--- src/rtl/matvec_sequencer.sv ---
// Control sequencer for the matrix processor: loads a DIMxDIM matrix, then per work item
// loads a DIM-element vector and steps the MAC datapath row by row with writeback strobes.
module matvec_sequencer #(
  parameter int DIM   = 4,
  parameter int WI_W  = 16,
  parameter int IDX_W = $clog2(DIM*DIM)
) (
  input  logic             clk,
  input  logic             rst_n,
  input  logic             start,
  input  logic [WI_W-1:0]  wi_count,
  input  logic             reuse_matrix,
  input  logic             abort,
  input  logic             mem_ack,
  output logic             mem_req,
  output logic             load_matrix,
  output logic             load_vector,
  output logic [IDX_W-1:0] elem_index,
  output logic             mac_en,
  output logic             acc_clr,
  output logic             wb_en,
  output logic [WI_W-1:0]  wi_remaining,
  output logic             busy,
  output logic             done,
  output logic             matrix_valid
);

  localparam int COL_W = $clog2(DIM);
  localparam logic [IDX_W-1:0] LAST_ELEM = IDX_W'(DIM*DIM-1);
  localparam logic [IDX_W-1:0] LAST_VEC  = IDX_W'(DIM-1);
  localparam logic [COL_W-1:0] LAST_COL  = COL_W'(DIM-1);

  typedef enum logic [1:0] {IDLE, LOAD_MAT, LOAD_VEC, COMPUTE} state_t;

  state_t           r_state, w_stateNext;
  logic [IDX_W-1:0] r_idx, w_idxNext;
  logic [WI_W-1:0]  r_wiRem, w_wiRemNext, w_wiDec;
  logic             r_matValid, w_matValidNext;
  logic             r_done, w_doneNext;
  logic [COL_W-1:0] w_col;

  always_ff @(posedge clk) begin
    if (!rst_n) begin
      r_state    <= IDLE;
      r_idx      <= '0;
      r_wiRem    <= '0;
      r_matValid <= 1'b0;
      r_done     <= 1'b0;
    end else begin
      r_state    <= w_stateNext;
      r_idx      <= w_idxNext;
      r_wiRem    <= w_wiRemNext;
      r_matValid <= w_matValidNext;
      r_done     <= w_doneNext;
    end
  end

  // Saturating decrement keeps wi_remaining from ever wrapping below zero.
  assign w_wiDec = (r_wiRem != '0) ? (r_wiRem - WI_W'(1)) : '0;

  always_comb begin
    w_stateNext    = r_state;
    w_idxNext      = r_idx;
    w_wiRemNext    = r_wiRem;
    w_matValidNext = r_matValid;
    w_doneNext     = 1'b0;
    if (abort) begin
      w_stateNext    = IDLE;
      w_idxNext      = '0;
      w_wiRemNext    = '0;
      w_matValidNext = 1'b0;
    end else begin
      case (r_state)
        IDLE: begin
          if (start) begin
            if (wi_count == '0) begin
              w_doneNext = 1'b1;
            end else begin
              w_wiRemNext = wi_count;
              w_idxNext   = '0;
              if (reuse_matrix && r_matValid) begin
                w_stateNext = LOAD_VEC;
              end else begin
                w_stateNext    = LOAD_MAT;
                w_matValidNext = 1'b0;
              end
            end
          end
        end
        LOAD_MAT: begin
          if (mem_ack) begin
            w_idxNext = r_idx + IDX_W'(1);
            if (r_idx == LAST_ELEM) begin
              w_idxNext      = '0;
              w_matValidNext = 1'b1;
              w_stateNext    = LOAD_VEC;
            end
          end
        end
        LOAD_VEC: begin
          if (mem_ack) begin
            w_idxNext = r_idx + IDX_W'(1);
            if (r_idx == LAST_VEC) begin
              w_idxNext   = '0;
              w_stateNext = COMPUTE;
            end
          end
        end
        COMPUTE: begin
          w_idxNext = r_idx + IDX_W'(1);
          if (r_idx == LAST_ELEM) begin
            w_idxNext   = '0;
            w_wiRemNext = w_wiDec;
            if (w_wiDec == '0) begin
              w_stateNext = IDLE;
              w_doneNext  = 1'b1;
            end else begin
              w_stateNext = LOAD_VEC;
            end
          end
        end
        default: w_stateNext = IDLE;
      endcase
    end
  end

  assign w_col        = r_idx[COL_W-1:0];
  assign load_matrix  = (r_state == LOAD_MAT);
  assign load_vector  = (r_state == LOAD_VEC);
  assign mem_req      = load_matrix || load_vector;
  assign mac_en       = (r_state == COMPUTE);
  assign acc_clr      = mac_en && (w_col == '0);
  assign wb_en        = mac_en && (w_col == LAST_COL);
  assign elem_index   = r_idx;
  assign busy         = (r_state != IDLE);
  assign wi_remaining = r_wiRem;
  assign done         = r_done;
  assign matrix_valid = r_matValid;

endmodule

--- config.mk ---
export PLATFORM = sky130hd
export DESIGN_NAME = matvec_sequencer
export DESIGN_NICKNAME = d
export VERILOG_FILES = /design/src/rtl/matvec_sequencer.sv
export SDC_FILE = /design/constraint.sdc
export NUM_CORES = 1
export LEC_CHECK = 0
export BUFFER_PORTS_ARGS = -buffer_cell sky130_fd_sc_hd__buf_2
export CAP_MARGIN = 25
export CORE_MARGIN = 4
export CORE_UTILIZATION = 38
export CTS_CLUSTER_SIZE = 28
export DETAILED_ROUTE_END_ITERATION = 10
export RECOVER_POWER = 100
export SYNTH_ARGS = -nofsm -noshare
export SYNTH_HDL_FRONTEND = slang
export SYNTH_SLANG_ARGS = --single-unit
--- constraint.sdc ---
create_clock -name clk -period 2.1 [get_ports clk]
set_input_delay 0.315 -clock clk [delete_from_list [all_inputs] [get_ports clk]]
set_output_delay 0.315 -clock clk [all_outputs]
set_load 0.005 [all_outputs]
# [After elaboration in Yosys (flattened, before gate mapping)]
# Cells that the tools add are included.
[word_totals] reg_bits=24 input_bits=22 out_inout_bits=29
[op_classes] addsub=2 n_eq_ne=14 muxes=33 bitwise_logic=1 n_reduce_logical=17
[op_table] operator="16-bit two-way mux" count=4
[op_table] operator="16-bit logical NOT" count=2
[op_table] operator="16-bit case mux with 2 select lines" count=1
[op_table] operator="4-bit two-way mux" count=6
[op_table] operator="2-bit two-way mux" count=9
[op_table] operator="4-bit case mux with 4 select lines" count=1
[op_table] operator="16-bit nonzero test" count=1
[op_table] operator="16-bit by 1-bit subtractor with 16-bit output, second input constant" count=1
[op_table] operator="2-bit != test, second input constant" count=5
[op_table] operator="1-bit two-way mux" count=9
[op_table] operator="2-bit case mux with 4 select lines" count=1
[op_table] operator="4-bit AND reduction" count=2
[op_table] operator="7-bit AND reduction" count=1
[op_table] operator="2-bit equality test, second input constant" count=3
[op_table] operator="2-bit by 1-bit != test with 1-bit output, second input constant" count=3
[op_table] operator="6-bit AND reduction" count=1
[op_table] operator="2-bit nonzero test" count=3
[op_table] operator="4-bit by 1-bit adder with 4-bit output, second input constant" count=1
[op_table] operator="4-bit by 2-bit equality test with 1-bit output, second input constant" count=1
[op_table] operator="4-bit equality test, second input constant" count=1
[op_table] operator="2-bit logical NOT" count=2
[op_table] operator="1-bit case mux with 2 select lines" count=2
[op_table] operator="1-bit logical AND" count=3
[op_table] operator="2-bit by 1-bit equality test with 1-bit output, second input constant" count=1
[op_table] operator="3 further kinds" count=3

# [Depth between registers and ports, before layout]
[logic_depth] word_depth=6 ltp_mapped=9 mapped_depth_nobuf=8

# [Least setup slack after synthesis]
# Ideal clock, no wire load.
[synth_path] path_kind="register to register" from="register r_wiRem[0], in the netlist wi_remaining[0]" to="register r_done, in the netlist done" arrival_ps=2182 slack_ps=-155 stages_incl_launch_ff=9 n_path_buf=0 synth_period_minus_slack_ps=2255 cell_sequence="dfxtp_1 -> inv_1 -> ha_1 -> or4b_1 -> or4_1 -> nor3b_2 -> a31oi_1 -> o31a_1 -> nor3_2"
[synth_via] elab_chain_cells=6
[synth_rtl] item="start, declared" line_no="37" source="logic [WI_W-1:0] r_wiRem, w_wiRemNext, w_wiDec;"
[synth_rtl] item="start signal, assigned" line_no="52" source="r_wiRem <= w_wiRemNext;"
[synth_rtl] item="16-bit by 1-bit subtractor with 16-bit output or 16-bit nonzero test (tied branches)" line_no="59" source="assign w_wiDec = (r_wiRem != '0) ? (r_wiRem - WI_W'(1)) : '0;"
[synth_rtl] item="16-bit two-way mux (*)" line_no="59"
[synth_rtl] item="16-bit logical NOT (*)" line_no="114" source="if (w_wiDec == '0) begin"
[synth_rtl] item="1-bit two-way mux (*)" line_no="114"
[synth_rtl] item="1-bit two-way mux (*)" line_no="111" source="if (r_idx == LAST_ELEM) begin"
[synth_rtl] item="1-bit case mux with 2 select lines (*)" line_no="73" source="case (r_state)"
[synth_rtl] item="end signal, assigned" line_no="54" source="r_done <= w_doneNext;"
[synth_rtl] item="end, declared" line_no="39" source="logic r_done, w_doneNext;"
# Every way passes the cells marked *; elsewhere a longest branch is shown, timed or not.
# A chain may end at the register's enable or synchronous reset.

# [Final worst setup path]
# Ends and elaborated chain as after synthesis.

==> flow_summary.toml <==
[timing]
fin_crit_ps = 2230
max_freq_ghz = 0.448
setup-violations-final = 2
finalCritPeriodShare_pct = 106
tns_ps = -172
tightestPinTransition_ps = 436
setup_slack_ps = -131
hold_violations = 0
hold-worst-slack_ps = 353
rsz0062_at_grt = "true"
clock-skew-final_ps = 15.5
relSlewSlack_pct = 70.7
slew_viol_final = 0

[global_route]
first_global_vias = 2033
grt_start_max_net_pins = 27
gr-total-overflow = 0
grt_pass1_wl_mm = 9.83
antenna_found_initial = 0
track_usage_pct = 20.2

[drt]
wl_mm = 6.35
route.vias.total = 2173
drc = 0
wire_per_inst_um = 16.7
met3_length_um = 559
via_per_inst = 5.72
wl_met1_mm = 2.91
drt_iter0_markers = 133
drtPass1Iterations = 4
wl_met2_mm = 2.77
drtAntennaViolNets = 0
top_layer = "met4"

[layout]
synthToLayoutAreaGrowth_pct = 46.4
drive_gt1_share_pct = 39.6
nFillCells = 419
antenna_cells = 0
nets = 359

[yosys]
ys_warn_count = 0
synthCells = 236
netlist_area_um2 = 1810
synth_top_area_cell = "dfxtp_1"
synth_edf_count = 0
synthDistinctLibCells = 49
synth_area_leaders = "dfxtp_1 (27%), nor2_1 (7.0%), a21oi_1 (5.8%)"
synth_top_area_share_pct = 26.5
postSynthAreaPerCell_um2 = 7.68
synth_fp_nets = 266
ys_seq_elements = 24
ys.flop_type = "dfxtp_1"
yosysSeqAreaShare_pct = 26.5
async_flop_share_pct = 0

[clock_network]
clock_latency_ps = 290
cts.clk_slew.worst_paths_ps = 110
cts_tree = "yes"
clock-root-buffer = "clkbuf_8"
cts_buffers = 3
htreeDepth = 1
hold_buffers = 0
cts.sinks = 24
clockBufferDepth = 2

[worst_setup_path]
cp_max_fo = 2
path_cells = "inv_2, ha_4, or4b_1, or4_4, nor3b_2, a31oi_1, o31a_1, nor3_2"
worstReg2RegEnd = "done"
r2r_start = "wi_remaining[0]"
setup.worst_path.start = "wi_remaining[0]"
cp-end-kind = "flop"
cp-endpoint = "done"
arrival_ps = 2450
cpMaxStageDelayCell = "or4b_1"
worstPathRequired_ps = 2320
startpoint_type = "flop"
rrSetupSlack_ps = -130
critPathMaxStageDelay_ps = 440
reg2reg_depth = 8
critPathKind = "flop to flop"

[job]
max_cap_viol_count = 0

[power_and_ir_drop]
p_leak_uw = 0.00120
p_per_area_nw_per_um2 = 648
peakVddDrop_mv = 0.341

[die]
io_pins = 51
core.rowCount = 24
fp.dieW_um = 77.1
die_y_um = 77.1
core_um2 = 4470
initial_core_util_pct = 40.5
die-area_um2 = 5940

[place]
dp_hpwl_mm = 4.38
preCtsSetupSlack_ps = -126
io_buffers = 50
routabilityCongestion = 0.857

[run_status]
outcome = "finished with violations"
violations = "negative setup slack"

[hold_path]
hold_path.class = "primary input to flop"
holdPathStages = 3
## layer usage
layer	global-route usage, %	vias up
li1	-	1066
met1	28.9	1011
met2	30.9	85
met3	3.98	11
met4	5.16	0
met5	0	-
## Yosys cell counts, drive strengths merged (2+ instances only)
cell / instances
and2: 2
nor2b: 2
nand2: 12
nand4: 7
or3: 4
nor3b: 4
clkbuf: 5
a21oi: 21
dfxtp: 24
or2: 4
or4: 4
nor4: 6
a211oi: 10
buf: 5
a311oi: 4
nand3: 4
inv: 12
a21o: 2
o21ai: 11
o31ai: 3
or3b: 3
xor2: 2
ha: 8
o2bb2ai: 3
o21bai: 3
nand2b: 2
mux2i: 7
a31oi: 5
or4b: 2
nor2: 34
nor3: 9
## cells by family after synthesis
group           synth area share, %
compound gates                 24.4
xor+xnor                       1.45
fa+ha+maj                      5.52
buf+inv                        6.14
flops                          26.5
simple gates                   32.1
mux                            3.86
## cell type report
| cell class | instances | area (µm²) | area share [%] |
|---|---|---|---|
| inverters | 12 | 47.5 | 1.79 |
| multi-input cells | 190 | 1330 | 50.1 |
| clock buffers | 3 | 41.3 | 1.56 |
| repair buffers | 98 | 653 | 24.6 |
| clock inverters | 1 | 30.0 | 1.13 |
| well taps | 52 | 65.1 | 2.45 |
| flip-flops and latches | 24 | 488 | 18.4 |
## placed cells by master, fill, tap and decap left out, drive strengths merged, types with 8 or more instances in the layout
master  count
ha          8
nor3        9
a21oi      21
clkbuf     11
nor2       34
o21ai      11
a211oi     10
nand2      12
inv        12
buf        90
dfxtp      24
## stage by stage
stage	cell area [µm²]	util, %	std cells	total power [µW]
after global placement	2430	54.2	371	1170
after global routing	2650	59.3	380	1820
after CTS	2540	56.8	378	1620
final	2650	59.3	380	1720
after detailed placement	2430	54.2	371	1170
after floorplan	1830	-	236	891
## how the worst min path moves through the flow
stage,start,end
after floorplan,elem_index[1],elem_index[1]
after global placement,elem_index[3],elem_index[3]
after detailed placement,elem_index[3],elem_index[3]
after CTS,reuse_matrix,matrix_valid
after global routing,reuse_matrix,matrix_valid
final,reuse_matrix,matrix_valid
## state kept, by name (all words and copies together), names as in the netlist
register	cells
elem_index	4
r_state	2
matrix_valid	1
done	1
wi_remaining	16
## what timing repair did
| action | 4_1_cts | 5_1_grt |
|---|---|---|
| resized for setup | 6 | 20 |
| gates cloned | 0 | 2 |
| setup endpoints to repair | 8 | 21 |
| pin swaps | 5 | 4 |
| setup buffers | 3 | 0 |
| endpoints found under the hold margin | 0 | 0 |
## power breakdown
part	total [µW]	internal (µW)	switching (µW)
Combinational	778	383	395
Sequential	509	480	29.2
Clock	434	256	178
## critical path: cells and delay by family, from the launching register on
| kind | cells | cell delay, ps |
|---|---|---|
| and+or+nand+nor | 4 | 1120 |
| AOI/OAI and AO/OA | 2 | 390 |
| buffers and inverters | 1 | 40 |
| DFF | 1 | 360 |
| adders and majority gates | 1 | 250 |
No activity file was read; power rests on OpenSTA's default activity.
